**src/rtl/lsu_pkg.sv**
```systemverilog
// lsu_pkg: shared encodings for the load/store unit and its lane-alignment helper.
package lsu_pkg;

    // RV32I load/store width and sign selectors
    localparam logic [2:0] F3_B  = 3'd0;
    localparam logic [2:0] F3_H  = 3'd1;
    localparam logic [2:0] F3_W  = 3'd2;
    localparam logic [2:0] F3_BU = 3'd4;
    localparam logic [2:0] F3_HU = 3'd5;

    localparam int unsigned RSP_TIMEOUT_DEFAULT = 256;

    typedef enum logic [1:0] {
        IDLE = 2'd0,
        REQ  = 2'd1,
        WAIT = 2'd2
    } lsu_state_e;

    // Timer must hold 0..timeout; keep at least one bit when the timeout is disabled.
    function automatic int unsigned timer_width(input int unsigned timeout);
        return (timeout == 0) ? 1 : $clog2(timeout + 1);
    endfunction

endpackage

```
**src/rtl/lsu_align.sv**
```systemverilog
// lsu_align: byte-lane steering for stores, extraction/extension for loads, and legality check.
module lsu_align
    import lsu_pkg::*;
(
    input  logic [2:0]  i_funct3,
    input  logic [1:0]  i_addr_lo,
    input  logic        i_is_store,
    input  logic [31:0] i_store_data,
    input  logic [31:0] i_rdata,
    output logic [3:0]  o_mask,
    output logic [31:0] o_wdata,
    output logic [31:0] o_load_data,
    output logic        o_legal
);

    logic [7:0]  w_byte;
    logic [15:0] w_half;

    assign w_byte = i_rdata[{i_addr_lo, 3'b000} +: 8];
    assign w_half = i_rdata[{i_addr_lo[1], 4'b0000} +: 16];

    // Alignment and funct3 legality; unsigned widths exist only for loads
    always_comb begin
        o_legal = 1'b0;
        case (i_funct3)
            F3_B:    o_legal = 1'b1;
            F3_H:    o_legal = ~i_addr_lo[0];
            F3_W:    o_legal = (i_addr_lo == 2'b00);
            F3_BU:   o_legal = ~i_is_store;
            F3_HU:   o_legal = ~i_is_store & ~i_addr_lo[0];
            default: o_legal = 1'b0;
        endcase
    end

    // Store lane enables and replicated write data; loads read the whole word
    always_comb begin
        o_mask  = 4'b1111;
        o_wdata = i_store_data;
        if (i_is_store) begin
            case (i_funct3)
                F3_B: begin
                    o_mask  = 4'b0001 << i_addr_lo;
                    o_wdata = {4{i_store_data[7:0]}};
                end
                F3_H: begin
                    o_mask  = i_addr_lo[1] ? 4'b1100 : 4'b0011;
                    o_wdata = {2{i_store_data[15:0]}};
                end
                default: begin
                    o_mask  = 4'b1111;
                    o_wdata = i_store_data;
                end
            endcase
        end
    end

    // Load data extraction with sign or zero extension
    always_comb begin
        o_load_data = i_rdata;
        case (i_funct3)
            F3_B:    o_load_data = {{24{w_byte[7]}}, w_byte};
            F3_BU:   o_load_data = {24'd0, w_byte};
            F3_H:    o_load_data = {{16{w_half[15]}}, w_half};
            F3_HU:   o_load_data = {16'd0, w_half};
            default: o_load_data = i_rdata;
        endcase
    end

endmodule

```
**src/rtl/load_store_unit.sv**
```systemverilog
// load_store_unit: memory-access stage running one load/store at a time against a
// variable-latency req/rsp data memory, stalling the pipeline while an access is in flight.
module load_store_unit
    import lsu_pkg::*;
#(
    parameter int unsigned RSP_TIMEOUT = RSP_TIMEOUT_DEFAULT
) (
    input  logic        i_clk,
    input  logic        i_rst,
    input  logic        ex_valid,
    output logic        ex_ready,
    input  logic        ex_mem_read,
    input  logic        ex_mem_write,
    input  logic [2:0]  ex_funct3,
    input  logic [31:0] ex_addr,
    input  logic [31:0] ex_store_data,
    output logic        dmem_req_valid,
    input  logic        dmem_req_ready,
    output logic [31:0] dmem_req_addr,
    output logic        dmem_req_wen,
    output logic [3:0]  dmem_req_mask,
    output logic [31:0] dmem_req_wdata,
    input  logic        dmem_rsp_valid,
    input  logic [31:0] dmem_rsp_rdata,
    output logic [31:0] mem_data_out,
    output logic        wb_valid,
    output logic        lsu_stall,
    output logic        misaligned,
    output logic        bus_err
);

    localparam int unsigned   TW         = timer_width(RSP_TIMEOUT);
    localparam logic [TW-1:0] TIMER_LAST = (RSP_TIMEOUT == 0) ? '0 : TW'(RSP_TIMEOUT - 1);

    lsu_state_e    r_state;
    logic [31:0]   r_addr;
    logic [2:0]    r_funct3;
    logic          r_is_store;
    logic [3:0]    r_mask;
    logic [31:0]   r_wdata;
    logic [TW-1:0] r_timer;
    logic          r_req_valid;
    logic          r_wb_valid;
    logic          r_misaligned;
    logic          r_bus_err;
    logic [31:0]   r_mem_data;

    logic          w_idle;
    logic [2:0]    w_al_funct3;
    logic [1:0]    w_al_addr_lo;
    logic          w_al_is_store;
    logic [3:0]    w_al_mask;
    logic [31:0]   w_al_wdata;
    logic [31:0]   w_al_load_data;
    logic          w_al_legal;
    logic          w_op_legal;

    assign w_idle = (r_state == IDLE);

    // One aligner serves both phases: it checks the incoming op while idle and
    // extracts load data from the latched op while waiting for the response.
    assign w_al_funct3   = w_idle ? ex_funct3    : r_funct3;
    assign w_al_addr_lo  = w_idle ? ex_addr[1:0] : r_addr[1:0];
    assign w_al_is_store = w_idle ? ex_mem_write : r_is_store;

    // An op that is neither (or both) load and store is rejected like any illegal op.
    assign w_op_legal = w_al_legal & (ex_mem_read ^ ex_mem_write);

    lsu_align u_align (
        .i_funct3     (w_al_funct3),
        .i_addr_lo    (w_al_addr_lo),
        .i_is_store   (w_al_is_store),
        .i_store_data (ex_store_data),
        .i_rdata      (dmem_rsp_rdata),
        .o_mask       (w_al_mask),
        .o_wdata      (w_al_wdata),
        .o_load_data  (w_al_load_data),
        .o_legal      (w_al_legal)
    );

    // Access FSM with response timer; all outputs are registered here
    always_ff @(posedge i_clk) begin
        if (i_rst) begin
            r_state      <= IDLE;
            r_addr       <= '0;
            r_funct3     <= '0;
            r_is_store   <= 1'b0;
            r_mask       <= '0;
            r_wdata      <= '0;
            r_timer      <= '0;
            r_req_valid  <= 1'b0;
            r_wb_valid   <= 1'b0;
            r_misaligned <= 1'b0;
            r_bus_err    <= 1'b0;
            r_mem_data   <= '0;
        end else begin
            r_wb_valid   <= 1'b0;
            r_misaligned <= 1'b0;
            r_bus_err    <= 1'b0;
            case (r_state)
                IDLE: begin
                    if (ex_valid) begin
                        if (w_op_legal) begin
                            r_addr      <= ex_addr;
                            r_funct3    <= ex_funct3;
                            r_is_store  <= ex_mem_write;
                            r_mask      <= w_al_mask;
                            r_wdata     <= w_al_wdata;
                            r_req_valid <= 1'b1;
                            r_state     <= REQ;
                        end else begin
                            r_misaligned <= 1'b1;
                        end
                    end
                end
                REQ: begin
                    if (dmem_req_ready) begin
                        r_req_valid <= 1'b0;
                        r_timer     <= '0;
                        if (r_is_store) begin
                            r_wb_valid <= 1'b1;
                            r_state    <= IDLE;
                        end else begin
                            r_state <= WAIT;
                        end
                    end
                end
                WAIT: begin
                    // A response arriving on the expiry cycle takes priority over the timeout.
                    if (dmem_rsp_valid) begin
                        r_mem_data <= w_al_load_data;
                        r_wb_valid <= 1'b1;
                        r_state    <= IDLE;
                    end else if ((RSP_TIMEOUT != 0) && (r_timer == TIMER_LAST)) begin
                        r_bus_err <= 1'b1;
                        r_state   <= IDLE;
                    end else begin
                        r_timer <= r_timer + TW'(1);
                    end
                end
                default: begin
                    r_req_valid <= 1'b0;
                    r_state     <= IDLE;
                end
            endcase
        end
    end

    assign ex_ready       = w_idle;
    assign lsu_stall      = ~w_idle;
    assign dmem_req_valid = r_req_valid;
    assign dmem_req_addr  = {r_addr[31:2], 2'b00};
    assign dmem_req_wen   = r_is_store;
    assign dmem_req_mask  = r_mask;
    assign dmem_req_wdata = r_wdata;
    assign mem_data_out   = r_mem_data;
    assign wb_valid       = r_wb_valid;
    assign misaligned     = r_misaligned;
    assign bus_err        = r_bus_err;

endmodule

```
**config.mk**
```make
export PLATFORM = sky130hd
export DESIGN_NAME = load_store_unit
export DESIGN_NICKNAME = d
export VERILOG_FILES = /design/src/rtl/lsu_pkg.sv /design/src/rtl/lsu_align.sv /design/src/rtl/load_store_unit.sv
export SDC_FILE = /design/constraint.sdc
export NUM_CORES = 1
export LEC_CHECK = 0
export CORE_ASPECT_RATIO = 1.25
export CORE_MARGIN = 2
export CORE_UTILIZATION = 45
export CTS_BUF_LIST = sky130_fd_sc_hd__clkbuf_4 sky130_fd_sc_hd__clkbuf_8
export DETAILED_ROUTE_END_ITERATION = 16
export PLACE_DENSITY = 0.92
export SYNTH_ARGS = -nofsm -noshare
export SYNTH_HDL_FRONTEND = slang
export SYNTH_SLANG_ARGS = --single-unit
```
**constraint.sdc**
```tcl
create_clock -name i_clk -period 2.8 [get_ports i_clk]
set_input_delay 0.56 -clock i_clk [delete_from_list [all_inputs] [get_ports i_clk]]
set_output_delay 0.56 -clock i_clk [all_outputs]
set_load 0.02 [all_outputs]
```
=== Word level (Yosys, flattened, before mapping) ===
Cells that the tools add are included.

* Bits in registers: 119
* Output and inout bits: 107

* Add/sub/neg operators: 1
* Mux-type cells: 31
* Reduce and logical (&&, ||, !) cells: 11
* Shifts and indexed selects: 3
* Eq/ne operators: 13
* Bitwise operators: 8

{| class="wikitable"
|+ Operators by type and width
! kind !! count
|-
| 32-bit one-hot mux with 4 select lines || 1
|-
| 32-bit one-hot mux with 2 select lines || 1
|-
| 32-bit 2-to-1 mux || 1
|-
| 32-bit by 6-bit variable part select with 16-bit output || 1
|-
| 32-bit by 6-bit variable part select with 8-bit output || 1
|-
| 9-bit 2-to-1 mux || 3
|-
| 9-bit one-hot mux with 2 select lines || 1
|-
| 2-bit 2-to-1 mux || 7
|-
| 4-bit AND reduction || 3
|-
| 9-bit by 1-bit adder with 9-bit output, second input constant || 1
|-
| 9-bit by 8-bit == test with 1-bit output, second input constant || 1
|-
| 1-bit 2-to-1 mux || 9
|-
| 4-bit 2-to-1 mux || 2
|-
| 2-bit inequality test, second input constant || 4
|-
| 4-bit one-hot mux with 2 select lines || 1
|-
| 3-bit == test, second input constant || 2
|-
| 2-bit one-hot mux with 3 select lines || 1
|-
| 3-bit OR reduction || 2
|-
| 1-bit inverter || 5
|-
| 1-bit one-hot mux with 5 select lines || 1
|-
| 2-bit zero test || 2
|-
| 1-bit by 2-bit << shifter with 4-bit output, first input constant || 1
|-
| 3-bit by 1-bit == test with 1-bit output, second input constant || 1
|-
| 3-bit by 2-bit == test with 1-bit output, second input constant || 1
|-
| 13 further kinds || 14
|}

=== Longest topological paths before layout ===
Gate-level depths: netlist (run 1).

* Word-level depth: 9
* Mapped depth: 11

=== Hierarchy ===
A second synthesis (run 1) with hierarchy kept.

* Cells, all modules: 776
* Area, all modules: 5815.6 sq um

{| class="wikitable"
|+ Modules (own cells, without submodules)
! module !! instances !! sequential area each (sq um) !! cells each !! area each (sq um)
|-
| load_store_unit || 1 || 2382.3 || 579 || 4629.4
|-
| lsu_align || 1 || 0.0 || 197 || 1186.1
|}

=== Worst setup path before layout (run 1) ===
Ideal clock, no wire load.

* Path type: register to register
* From: register r_state[0]
* To: register r_wdata[16], in the netlist dmem_req_wdata[16]
* Required time: 2.654 ns
* Period minus slack after synthesis: 2.357 ns
* Stages on the path, launching flop included: 11
* Setup slack: 0.443 ns
* Data arrival time: 2.211 ns
* Path through: dfxtp_1 inv_1 ha_1 buf_6 or2_1 a221o_1 a311oi_2 buf_4 buf_6 buf_4 a211oi_2

* Cells in the longest elaborated chain, start to end: 7

{| class="wikitable"
|+ RTL lines
! item !! RTL line !! text
|-
| from (decl) || load_store_unit.sv:35 || <nowiki>lsu_state_e r_state;</nowiki>
|-
| from (signal assigned) || load_store_unit.sv:84 || <nowiki>r_state <= IDLE;</nowiki>
|-
| from (signal assigned) || load_store_unit.sv:110 || <nowiki>r_state <= REQ;</nowiki>
|-
| from (signal assigned) || load_store_unit.sv:122 || <nowiki>r_state <= IDLE;</nowiki>
|-
| 2-bit zero test * || load_store_unit.sv:58 || <nowiki>assign w_idle = (r_state == IDLE);</nowiki>
|-
| named net ex_ready || load_store_unit.sv:11 || <nowiki>output logic ex_ready,</nowiki>
|-
| 1-bit 2-to-1 mux or 2-bit 2-to-1 mux (tied branches) || load_store_unit.sv:64, load_store_unit.sv:63 ||
|-
| 1-bit inverter (on tied branches) || lsu_align.sv:29, lsu_align.sv:30, lsu_align.sv:27 ||
|-
| 1-bit AND || lsu_align.sv:30 || <nowiki>F3_HU: o_legal = ~i_is_store & ~i_addr_lo[0];</nowiki>
|-
| 1-bit one-hot mux with 5 select lines || lsu_align.sv:25 || <nowiki>case (i_funct3)</nowiki>
|-
| 1-bit AND || load_store_unit.sv:67 || <nowiki>assign w_op_legal = w_al_legal & (ex_mem_read ^ ex_mem_write);</nowiki>
|-
| 3-bit AND reduction (no source line) || n/a ||
|-
| to (signal assigned) || load_store_unit.sv:108 || <nowiki>r_wdata <= w_al_wdata;</nowiki>
|-
| to (decl) || load_store_unit.sv:40 || <nowiki>logic [31:0] r_wdata;</nowiki>
|}

The timed path passes the listed nets; every way through them passes the cells marked *.
A chain may end at the register's enable or synchronous reset.

=== Final worst setup path (run 1) ===
* From: register r_state[0]
* To: output lsu_stall

* Cells in the longest elaborated chain, start to end: 2

{| class="wikitable"
|+ RTL lines
! item !! RTL line !! text
|-
| 2-bit zero test || load_store_unit.sv:58 ||
|-
| 1-bit inverter (no source line) || n/a ||
|-
| to (decl) || load_store_unit.sv:27 || <nowiki>output logic lsu_stall,</nowiki>
|}

Every way passes these cells.

==> results of run 1 <==
[per-stage QoR]
step           hold slack [ns]  total power (uW)  std cells  setup slack (ns)
2_1_floorplan           0.4492              2427        637            0.4433
3_3_place_gp            0.4430              2811        969           0.09433
6_report                0.4722              4526       1003            0.1885
5_1_grt                 0.4990              4718       1003           0.06267
3_5_place_dp            0.4603              2830        969           0.06538
4_1_cts                 0.4732              4554       1001           0.05726
[area by class of cell]
cell class                 count  area, um^2
clock buffer                  20       269.0
clock inverter                12       175.2
timing repair buffer         240        2400
sequential                   119        2382
multi-input combinational    438        2987
tap                          168       210.2
inverter                       6       22.52
fill                         987        4274
[worst min-delay path by stage]
stage                       start            endpoint  slack [ns]  cells past startpoint
6_report          mem_data_out[0]     mem_data_out[0]        0.47                      2
5_1_grt           mem_data_out[0]     mem_data_out[0]        0.50                      2
4_1_cts        dmem_req_wdata[28]  dmem_req_wdata[28]        0.47                      2
3_5_place_dp   dmem_req_wdata[28]  dmem_req_wdata[28]        0.46                      2
3_3_place_gp      mem_data_out[0]     mem_data_out[0]        0.44                      2
2_1_floorplan          r_timer[1]          r_timer[1]        0.45                      2
[per-layer routing]
metal	wire, um	vias to the layer above
met3	1179	60
li1	-	2577
met1	6301	2504
met5	0	-
met4	800	0
met2	8357	248
[critical path: stages (launching register included)]
cell and delay (ns):
dfxtp_1 0.36, inv_1 0.07, ha_2 0.25, buf_4 0.17, inv_1 0.13, clkdlybuf4s50_1 0.63
[where the power goes]
part	switching [uW]	internal [uW]	total, uW
sequential	44.9	1770	1810
combinational	501	492	993
clock	695	1020	1720
total	1240	3280	4530
[kinds of logic (layout without fill, tap and decap cells)]
kind of cell | Yosys count | after routing
other | 1 | 2
and+or+nand+nor | 223 | 223
xor gates and xnor gates | 6 | 6
buffers and inverters | 80 | 278
DFF | 119 | 119
muxes | 77 | 77
AOI/OAI and AO/OA | 125 | 125
adders and majority gates | 5 | 5
[layout by cell type (no fill, tap or decap), types with 3 or more instances in the layout]
master	n
buf_4	25
a211oi_2	28
nor3_1	8
nor3b_1	7
bufinv_16	4
nand2_1	61
buf_12	4
nor2_1	114
mux2i_1	73
a21oi_1	16
clkbuf_8	19
xnor2_1	4
mux2_2	3
a31oi_1	3
dfxtp_1	119
o21ai_0	4
nand3_1	4
ha_1	4
o22ai_1	8
a22o_1	6
o211ai_1	9
clkinvlp_4	3
nor2b_1	3
a311oi_1	8
nand2b_1	17
inv_1	6
clkdlybuf4s50_1	209
a22oi_1	6
clkinv_2	3
a211oi_1	13
o21a_1	3
a221o_1	3
[state kept, by name, summed over array words and instances (netlist names)]
signal and count:
r_timer 9, misaligned 1, r_addr 32, dmem_req_mask 4, mem_data_out 32, dmem_req_valid 1, bus_err 1, dmem_req_wen 1
r_state 2, wb_valid 1, dmem_req_wdata 32, r_funct3 3
[timing repair]
action | 4_1_cts | 5_1_grt
setup buffers | 0 | 1
endpoints found under the setup margin | 0 | 65
hold buffers | 0 | 0
resized for setup | 0 | 4
==> results.cfg, run 1 <==
[run_status]
status = complete, no violations

[finish]
drive_above_1_share_pct = 12.69
area_growth_syn_to_layout_pct = 44.11
n_antenna_cell = 0
final_area_um2 = 8446
post-route-util_pct = 66.40
final_nets = 933

[synthesis]
syn-instance-count = 636
synth_most_common_cell = dfxtp_1
synth_common_cells = dfxtp_1, nor2_1, mux2i_1
synthXorXnorAreaFrac_pct = 0.8967
yosysTopAreaCell = dfxtp_1
synthDistinctLibCells = 51
synth_top_family_by_area = compound AO/OA/AOI/OAI gates
synth_top_cells_by_area = dfxtp_1, mux2i_1, nor2_1, a211oi_2, buf_4
seq_area_frac_synth_pct = 40.65
synth_ff_type = dfxtp_1
synth_top_area_share_pct = 40.65
synth_warnings = 0
synth_edf_count = 0
synth_compound_area_share_pct = 18.74
syn_avg_cell_area_um2 = 9.215
async_flop_share_pct = 0
yosys.area_share.simple_pct = 16.42
ys_ff_latch = 119
muxShareOfSynthArea_pct = 13.28
synth_fa_ha_area_share_pct = 1.067
syn_area_um2 = 5861

[clock_tree]
numCtsBuffers = 17
clkTransAtPathRegs_ns = 0.07
cts.path.max_buffers = 2
root_buffer = clkbuf_8
clock_latency_ns = 0.44
htree_num_levels = 4
tritoncts = yes
cts_sinks = 119

[die]
core.rowCount = 46
die_h_um = 131.6
core_um2 = 12720
die_width_um = 106.1
start_util_pct = 46.08
io_pins = 213
die-area_um2 = 13960

[grt]
grt_use_met3_pct = 5.952
busiest_layer = met2
grt_pass1_wl_um = 26330
gr-usage-met1_pct = 25.86
grt_max_degree = 67
antenna_found_initial = 0
grt_pass1_vias = 5410
grt_overflow = 0
use_met2_pct = 40.90
grt_use_total_pct = 23.59

[sta]
fin_crit_sh_pct = 93.27
rsz0062_at_grt = no
hold_viol = 0
skew_ns = 0.009925
slew_violations = 0
period_minus_slack_ns = 2.612
tightestPinTransition_ns = 0.7671
fmax_mhz = 382.9
slew_headroom_pct = 48.63
fin_setup_tns_ns = 0
setup_violations = 0

[flow_run]
max-cap-violations = 0

[drt]
avgViaCountPerCell = 5.373
avgRoutedWirePerCell_um = 16.59
drc_errors = 0
drt_iter0_drc = 443
dr.pass1.iters = 5
wl_um = 16640
vias = 5389
ant_nets = 0

[critical_path]
startpoint_type = flip-flop
r2r_slack_ns = 0.26
critPathRequiredTime_ns = 2.24
critPathKind = reg2out
crit_arrival_ns = 2.05
rr_endpoint = r_addr[12]
r2r_cells = 10
setup.worst_path.end = lsu_stall
worstReg2RegStart = r_state[1]
crit_path_start = r_state[0]
cp_max_fo = 8
timing.critical_path.to_type = output port

[placement]
dp_hpwl_um = 12220
io_buffers = 210
dpl_cell_area_um2 = 7966
gp_congestion = 0.9138

[power_and_ir_drop]
vdd_drop_max_uv = 365.9
power.density_nw_per_um2 = 535.9
leakage_uw = 0.003024

[hold_path]
min-delay-path-class = reg2reg
Note: power is estimated with default switching activity, not from simulation.
==> run 2, diff against run 1 <==
--- a/config.mk
+++ b/config.mk
@@ -10,6 +10,7 @@
 export CORE_UTILIZATION = 45
 export CTS_BUF_LIST = sky130_fd_sc_hd__clkbuf_4 sky130_fd_sc_hd__clkbuf_8
 export DETAILED_ROUTE_END_ITERATION = 16
+export HOLD_SLACK_MARGIN = 0.08
 export PLACE_DENSITY = 0.92
 export SYNTH_ARGS = -nofsm -noshare
 export SYNTH_HDL_FRONTEND = slang
==> results of run 2 <==
No change in the layout: final DEF, timing and power equal those of run 1.
==> run 3, diff against run 2 <==
--- a/config.mk
+++ b/config.mk
@@ -5,6 +5,7 @@
 export SDC_FILE = /design/constraint.sdc
 export NUM_CORES = 1
 export LEC_CHECK = 0
+export ABC_CLOCK_PERIOD_IN_PS = 2800
 export CORE_ASPECT_RATIO = 1.25
 export CORE_MARGIN = 2
 export CORE_UTILIZATION = 45
==> results of run 3 <==
No change in the layout: final DEF, timing and power equal those of run 1.
